--- config.mk ---
export PLATFORM = sky130hd
export DESIGN_NAME = uart_tx_ctrl
export DESIGN_NICKNAME = d
export VERILOG_FILES = /design/src/rtl/uart_tx_ctrl_pkg.sv /design/src/rtl/uart_tx_fifo.sv /design/src/rtl/uart_tx_ctrl.sv
export SDC_FILE = /design/constraint.sdc
export NUM_CORES = 1
export LEC_CHECK = 0
export ABC_AREA = 1
export CELL_PAD_IN_SITES_DETAIL_PLACEMENT = 1
export CELL_PAD_IN_SITES_GLOBAL_PLACEMENT = 1
export CORE_MARGIN = 4
export CORE_UTILIZATION = 40
export CTS_CLUSTER_DIAMETER = 120
export DETAILED_ROUTE_END_ITERATION = 7
export PLACE_DENSITY_LB_ADDON = 0.08
export SLEW_MARGIN = 25
export SYNTH_ARGS = -nofsm -noshare
export SYNTH_HDL_FRONTEND = slang
export SYNTH_SLANG_ARGS = --single-unit
--- constraint.sdc ---
create_clock -name clk -period 2.3 [get_ports clk]
set_input_delay 0.46 -clock clk [delete_from_list [all_inputs] [get_ports clk]]
set_output_delay 0.46 -clock clk [all_outputs]
set_load 0.02 [all_outputs]
--- src/rtl/uart_tx_ctrl_pkg.sv ---
// Shared types and constants for the UART transmit scheduler.
// UART_TX_DEPTH is the default FIFO depth used by uart_tx_ctrl.
package uart_tx_ctrl_pkg;

    localparam int UART_TX_DEPTH = 16;

    typedef logic [7:0] uart_byte_t;

    // Width needed to hold a down-counter loaded with n-1 (at least 1 bit).
    function automatic int cnt_w(input int n);
        return (n <= 2) ? 1 : $clog2(n);
    endfunction

endpackage

--- src/rtl/uart_tx_fifo.sv ---
// Synchronous byte FIFO with wrap-bit pointers and registered level/full.
// A push while full is taken only when a pop happens in the same cycle.
module uart_tx_fifo
    import uart_tx_ctrl_pkg::*;
#(
    parameter int DEPTH = UART_TX_DEPTH
) (
    input  logic                   clk,
    input  logic                   rstd,
    input  logic                   push,
    input  uart_byte_t             wr_data,
    input  logic                   pop,
    output uart_byte_t             rd_data,
    output logic                   full,
    output logic                   empty,
    output logic [$clog2(DEPTH):0] level
);

    localparam int AW = $clog2(DEPTH);
    localparam int PW = AW + 1;

    logic [PW-1:0] wr_ptr_q, wr_ptr_d;
    logic [PW-1:0] rd_ptr_q, rd_ptr_d;
    logic [PW-1:0] level_q, level_d;
    logic          full_q, full_d;
    logic          do_push, do_pop;
    uart_byte_t    mem_q [DEPTH];

    assign empty   = (wr_ptr_q == rd_ptr_q);
    assign do_pop  = pop && !empty;
    assign do_push = push && (!full_q || do_pop);

    always_comb begin
        wr_ptr_d = wr_ptr_q;
        rd_ptr_d = rd_ptr_q;
        if (do_push) begin
            wr_ptr_d = wr_ptr_q + 1'b1;
        end
        if (do_pop) begin
            rd_ptr_d = rd_ptr_q + 1'b1;
        end
        level_d = wr_ptr_d - rd_ptr_d;
        full_d  = (wr_ptr_d[AW-1:0] == rd_ptr_d[AW-1:0])
               && (wr_ptr_d[AW] != rd_ptr_d[AW]);
    end

    always_ff @(posedge clk or posedge rstd) begin
        if (rstd) begin
            wr_ptr_q <= '0;
            rd_ptr_q <= '0;
            level_q  <= '0;
            full_q   <= 1'b0;
        end else begin
            wr_ptr_q <= wr_ptr_d;
            rd_ptr_q <= rd_ptr_d;
            level_q  <= level_d;
            full_q   <= full_d;
        end
    end

    // Storage needs no reset; the pointers define which entries are valid.
    always_ff @(posedge clk) begin
        if (do_push) begin
            mem_q[wr_ptr_q[AW-1:0]] <= wr_data;
        end
    end

    assign rd_data = mem_q[rd_ptr_q[AW-1:0]];
    assign full    = full_q;
    assign level   = level_q;

endmodule

--- src/rtl/uart_tx_ctrl.sv ---
// UART transmit scheduler: CPU store FIFO, start/ack/send/gap FSM.
// Define UART_TX_CTRL_STALL_EN to stall writes to a full FIFO instead of dropping them.
module uart_tx_ctrl
    import uart_tx_ctrl_pkg::*;
#(
    parameter int DEPTH      = UART_TX_DEPTH,
    parameter int GAP_CYCLES = 0
) (
    input  logic                   clk,
    input  logic                   rstd,
    input  logic                   wr_en,
    input  logic [7:0]             wr_data,
    output logic                   stall,
    output logic                   full,
    output logic [$clog2(DEPTH):0] level,
    output logic                   overflow,
    input  logic                   ovf_clr,
    output logic                   tx_start,
    output logic [7:0]             tx_data,
    input  logic                   tx_busy
);

    localparam logic [1:0] S_IDLE = 2'd0;
    localparam logic [1:0] S_ACK  = 2'd1;
    localparam logic [1:0] S_SEND = 2'd2;
    localparam logic [1:0] S_GAP  = 2'd3;

    localparam int GW         = cnt_w(GAP_CYCLES);
    localparam int GAP_LOAD_I = (GAP_CYCLES > 0) ? GAP_CYCLES - 1 : 0;
    localparam logic [GW-1:0] GAP_LOAD = GAP_LOAD_I[GW-1:0];

    logic [1:0]    state_q, state_d;
    logic [GW-1:0] gap_q, gap_d;
    logic          ovf_q, ovf_d;
    logic          tx_start_q, tx_start_d;
    uart_byte_t    tx_data_q, tx_data_d;
    uart_byte_t    rd_data;
    logic          empty, pop, push, refused, drop;

    assign refused = wr_en && full && !pop;
    assign push    = wr_en && !refused;

`ifdef UART_TX_CTRL_STALL_EN
    assign stall = refused;
    assign drop  = 1'b0;
`else
    assign stall = 1'b0;
    assign drop  = refused;
`endif

    uart_tx_fifo #(
        .DEPTH   (DEPTH)
    ) u_fifo (
        .clk     (clk),
        .rstd    (rstd),
        .push    (push),
        .wr_data (wr_data),
        .pop     (pop),
        .rd_data (rd_data),
        .full    (full),
        .empty   (empty),
        .level   (level)
    );

    always_ff @(posedge clk or posedge rstd) begin
        if (rstd) begin
            state_q    <= S_IDLE;
            gap_q      <= '0;
            ovf_q      <= 1'b0;
            tx_start_q <= 1'b0;
            tx_data_q  <= '0;
        end else begin
            state_q    <= state_d;
            gap_q      <= gap_d;
            ovf_q      <= ovf_d;
            tx_start_q <= tx_start_d;
            tx_data_q  <= tx_data_d;
        end
    end

    always_comb begin
        state_d = state_q;
        gap_d   = gap_q;
        unique case (state_q)
            S_IDLE: begin
                if (pop) begin
                    state_d = S_ACK;
                end
            end
            S_ACK: begin
                if (tx_busy) begin
                    state_d = S_SEND;
                end
            end
            S_SEND: begin
                if (!tx_busy) begin
                    if (GAP_CYCLES == 0) begin
                        state_d = S_IDLE;
                    end else begin
                        state_d = S_GAP;
                        gap_d   = GAP_LOAD;
                    end
                end
            end
            S_GAP: begin
                if (gap_q == '0) begin
                    state_d = S_IDLE;
                end else begin
                    gap_d = gap_q - 1'b1;
                end
            end
            default: state_d = S_IDLE;
        endcase
    end

    // The busy check on pop keeps a post-reset start off a frame still on the line.
    always_comb begin
        pop        = (state_q == S_IDLE) && !empty && !tx_busy;
        tx_start_d = pop;
        tx_data_d  = pop ? rd_data : tx_data_q;
        ovf_d      = ovf_q;
        if (ovf_clr) begin
            ovf_d = 1'b0;
        end
        if (drop) begin
            ovf_d = 1'b1;
        end
    end

    assign overflow = ovf_q;
    assign tx_start = tx_start_q;
    assign tx_data  = tx_data_q;

endmodule

==> flow_metrics.py <==
metrics = {
    "setup_path": {
        "slowest_stage": "dfrtp_1",
        "worstSetupStartpointType": "register",
        "critPathCaptureType": "register",
        "cp_max_fo": 5,
        "crit_arrival_ns": 2.59,
        "cp_top_family": "adder cells",
        "reg2reg_from": "u_fifo.wr_ptr_q[1]",
        "crit_top_cell": "inv_1",
        "cp_cell_sequence": "inv_1 > nand2_1 > nand2_2 > nor2_4 > nand3_4 > nand2_4 > buf_4 > xor2_2 > inv_1 > ha_2 > inv_2 > fa_2 > buf_6 > xor2_1",
        "cp.depth": 14,
        "r2r-end": "u_fifo.level[2]",
        "worstSetupPathType": "register to register",
        "slowest_delay_ns": 0.39,
        "rrSetupSlack_ns": 0.02,
        "r2r.worst_path.cells": 14,
        "critPathRequiredTime_ns": 2.61,
        "critPathBufInv": 5,
    },
    "placement": {
        "dpl.hpwl_mm": 10.87,
        "io_buffers": 28,
        "dp_slack_ns": -0.3804,
        "gp_congestion": 0.7775,
    },
    "grt": {
        "grt_usage_pct": 19.61,
        "grt_overflow": 0,
        "grt_pass1_wl_mm": 26.23,
        "antenna_found_initial": 0,
        "grt_pass1_vias": 4570,
        "grt_max_degree": 55,
    },
    "yosys": {
        "syn-mean-instance-area_um2": 12.34,
        "ys_seq_elements": 156,
        "yosysWarnings": 0,
        "synth_area_mm2": 0.006406,
        "seq_area_frac_synth_pct": 70.94,
        "synth_compound_area_share_pct": 11.04,
        "synth-adder-area-share_pct": 2.070,
        "synthSimpleGateAreaFrac_pct": 10.80,
        "synth_cell_types": 31,
        "syn_inst": 519,
        "synth_top_area_share_pct": 60.00,
        "synth-xor-area-share_pct": 1.504,
        "netlist.top_cell.by_area": "edfxtp_1",
        "synthTopCellsByArea": "edfxtp_1 (60%), dfrtp_1 (11%), nor2_1 (5.7%), o21ai_0 (5.5%), nand2_1 (2.1%)",
        "synth_mux_area_share_pct": 0,
        "synth_top_family_by_area": "compound AO/OA/AOI/OAI gates",
        "synth_nets": 542,
    },
    "worst_hold_path": {
        "min_path_type": "input port to async pin",
    },
    "routing": {
        "wl_mm": 17.13,
        "drc": 0,
        "vias": 4303,
        "wl_per_cell_um": 20.79,
        "drt_first_pass_iters": 4,
        "drt-initial-drc-count": 230,
        "antenna_left": 0,
        "viasPerCell": 5.222,
    },
    "cts": {
        "cts_tree": "built",
        "cts_made_buffers": 17,
        "clk_pin_slew_worst_paths_ns": 0.06,
        "cts.path.max_buffers": 2,
        "cts_root_buf": "clkbuf_16",
        "htree_levels": 4,
        "clkLatencyLatePin_ns": 0.42,
        "cts_hold_buf": 0,
        "cts_sinks": 156,
    },
    "pwr": {
        "p_clk_share_pct": 25.3,
        "p_switching_w": 0.004084,
        "p_int_w": 0.006963,
        "ir_worst_vdd_mv": 0.6092,
        "p_seq_share_pct": 33.8,
        "p_leak_nw": 2.930,
        "comb_power_share_pct": 40.9,
        "powerDensity_mw_per_mm2": 1381,
        "swShare_pct": 36.97,
    },
    "sta": {
        "layout_min_cycle_time_ns": 2.276,
        "finalHoldViolations": 0,
        "rsz0062_at_grt": "yes",
        "tightest_slew_ns": 0.7750,
        "setup_ws_ns": 0.02425,
        "maxSlewHeadroom_pct": 48.17,
        "skew_ns": 0.01024,
        "tns_ns": 0,
        "max_freq_mhz": 439.4,
        "fin_crit_sh_pct": 98.95,
        "setup_violations": 0,
        "slew_violations": 0,
    },
    "final_layout": {
        "area_growth_pct": 24.86,
        "layout.nets": 623,
        "drive_above_1_share_pct": 21.53,
        "layout_common_cells": "edfxtp_1 (128), nor2_1 (94), o21ai_0 (69)",
        "postLayoutCoreUtil_pct": 51.85,
        "n_antenna_cell": 0,
        "final_common_cell": "edfxtp_1",
    },
    "floorplanning": {
        "core_mm2": 0.01543,
        "rows": 45,
        "start_util_pct": 41.52,
        "dieHeight_um": 134.6,
        "top_level_ports": 30,
        "die_w_um": 134.6,
        "die_area_mm2": 0.01810,
    },
    "outcome": {
        "outcome": "finished, final reports clean",
    },
    "flow_run": {
        "maxCapViolations": 0,
    },
}
==> cell usage after synthesis <==
cell / number
xor2_1: 10
a21oi_2: 1
conb_1: 1
a41oi_1: 2
inv_2: 5
buf_4: 3
nand3_2: 2
nor2_2: 1
nand2_2: 4
clkbuf_1: 13
dfrtp_1: 28
xnor2_1: 1
o22ai_1: 16
buf_2: 9
nand3_1: 17
nand2_1: 36
a21oi_1: 9
clkbuf_2: 1
fa_1: 1
nor3_1: 2
o31ai_1: 1
edfxtp_1: 128
inv_1: 24
o211ai_1: 4
nor2_1: 97
o221ai_1: 12
a31oi_1: 6
nand4_1: 2
o21ai_0: 71
nand2_4: 3
ha_1: 9
==> per-layer routing <==
metal  GRT usage (%)  routed length (um)
met1           26.54                7614
met2           32.01                8315
met3           3.763                 835
met4           6.618                 362
met5               0                   0
==> what timing repair did <==
action,4_1_cts,5_1_grt
gates resized for setup,6,29
setup endpoints to repair,5,5
pin swaps,1,14
buffers inserted,0,6
==> power by group through the flow <==
stage	clock network (W)	logic (W)	registers (W)
detailed placement	0	0.00412	0.00378
global placement	0	0.00400	0.00377
floorplan	0	0.00225	0.00389
CTS	0.00284	0.00422	0.00372
finish	0.00280	0.00451	0.00374
global route	0.00299	0.00496	0.00378
==> worst min-delay path: cells and delay by family <==
family / cells / cell delay, ns
buffers and inverters: 3 / 0.81
==> worst max path at each step <==
stage | to | slack [ns] | from
after detailed placement | u_fifo.level[4] | -0.38 | tx_busy
after global placement | u_fifo.level[4] | -0.32 | tx_busy
after floorplan | u_fifo.level[4] | 0.11 | tx_busy
after CTS | u_fifo.level[4] | 0.008 | u_fifo.rd_ptr_q[2]
final | u_fifo.level[2] | 0.02 | u_fifo.wr_ptr_q[1]
after global routing | u_fifo.level[4] | -0.11 | u_fifo.wr_ptr_q[1]
==> kinds of logic (layout without fill, tap and decap cells) <==
group | count (synthesis) | count (layout)
simple gates | 164 | 164
flops | 156 | 156
compound gates | 122 | 122
fa+ha+maj | 10 | 10
xor+xnor | 11 | 11
buf+inv | 55 | 149
other cells | 1 | 1
==> layout make-up <==
type	count	area [um^2]
multi-input cells	308	1733
flip-flops and latches	156	4548
clock inverters	9	112.6
well taps	211	264.0
fillers	1610	7428
inverters	29	108.9
repair buffers	88	754.5
clock buffers	23	478.0
==> through the flow <==
step / hold WS (ns) / instance area (um^2) / total power, W / instances
final: 0.4287 / 7999 / 0.01105 / 824
after global routing: 0.4768 / 7999 / 0.01173 / 824
after CTS: 0.4340 / 7868 / 0.01079 / 818
after detailed placement: 0.4976 / 7248 / 0.007896 / 786
after global placement: 0.4703 / 7248 / 0.007766 / 786
after floorplan: 0.4559 / 6406 / 0.006141 / 519
==> sequential cells by signal (all words and copies together), names as in the netlist <==
name / flops
u_fifo.mem_q: 128
tx_data: 8
u_fifo.level: 5
u_fifo.rd_ptr_q: 5
u_fifo.wr_ptr_q: 5
state_q: 2
overflow: 1
tx_start: 1
u_fifo.full: 1
Power figures use the tool's default switching activity.
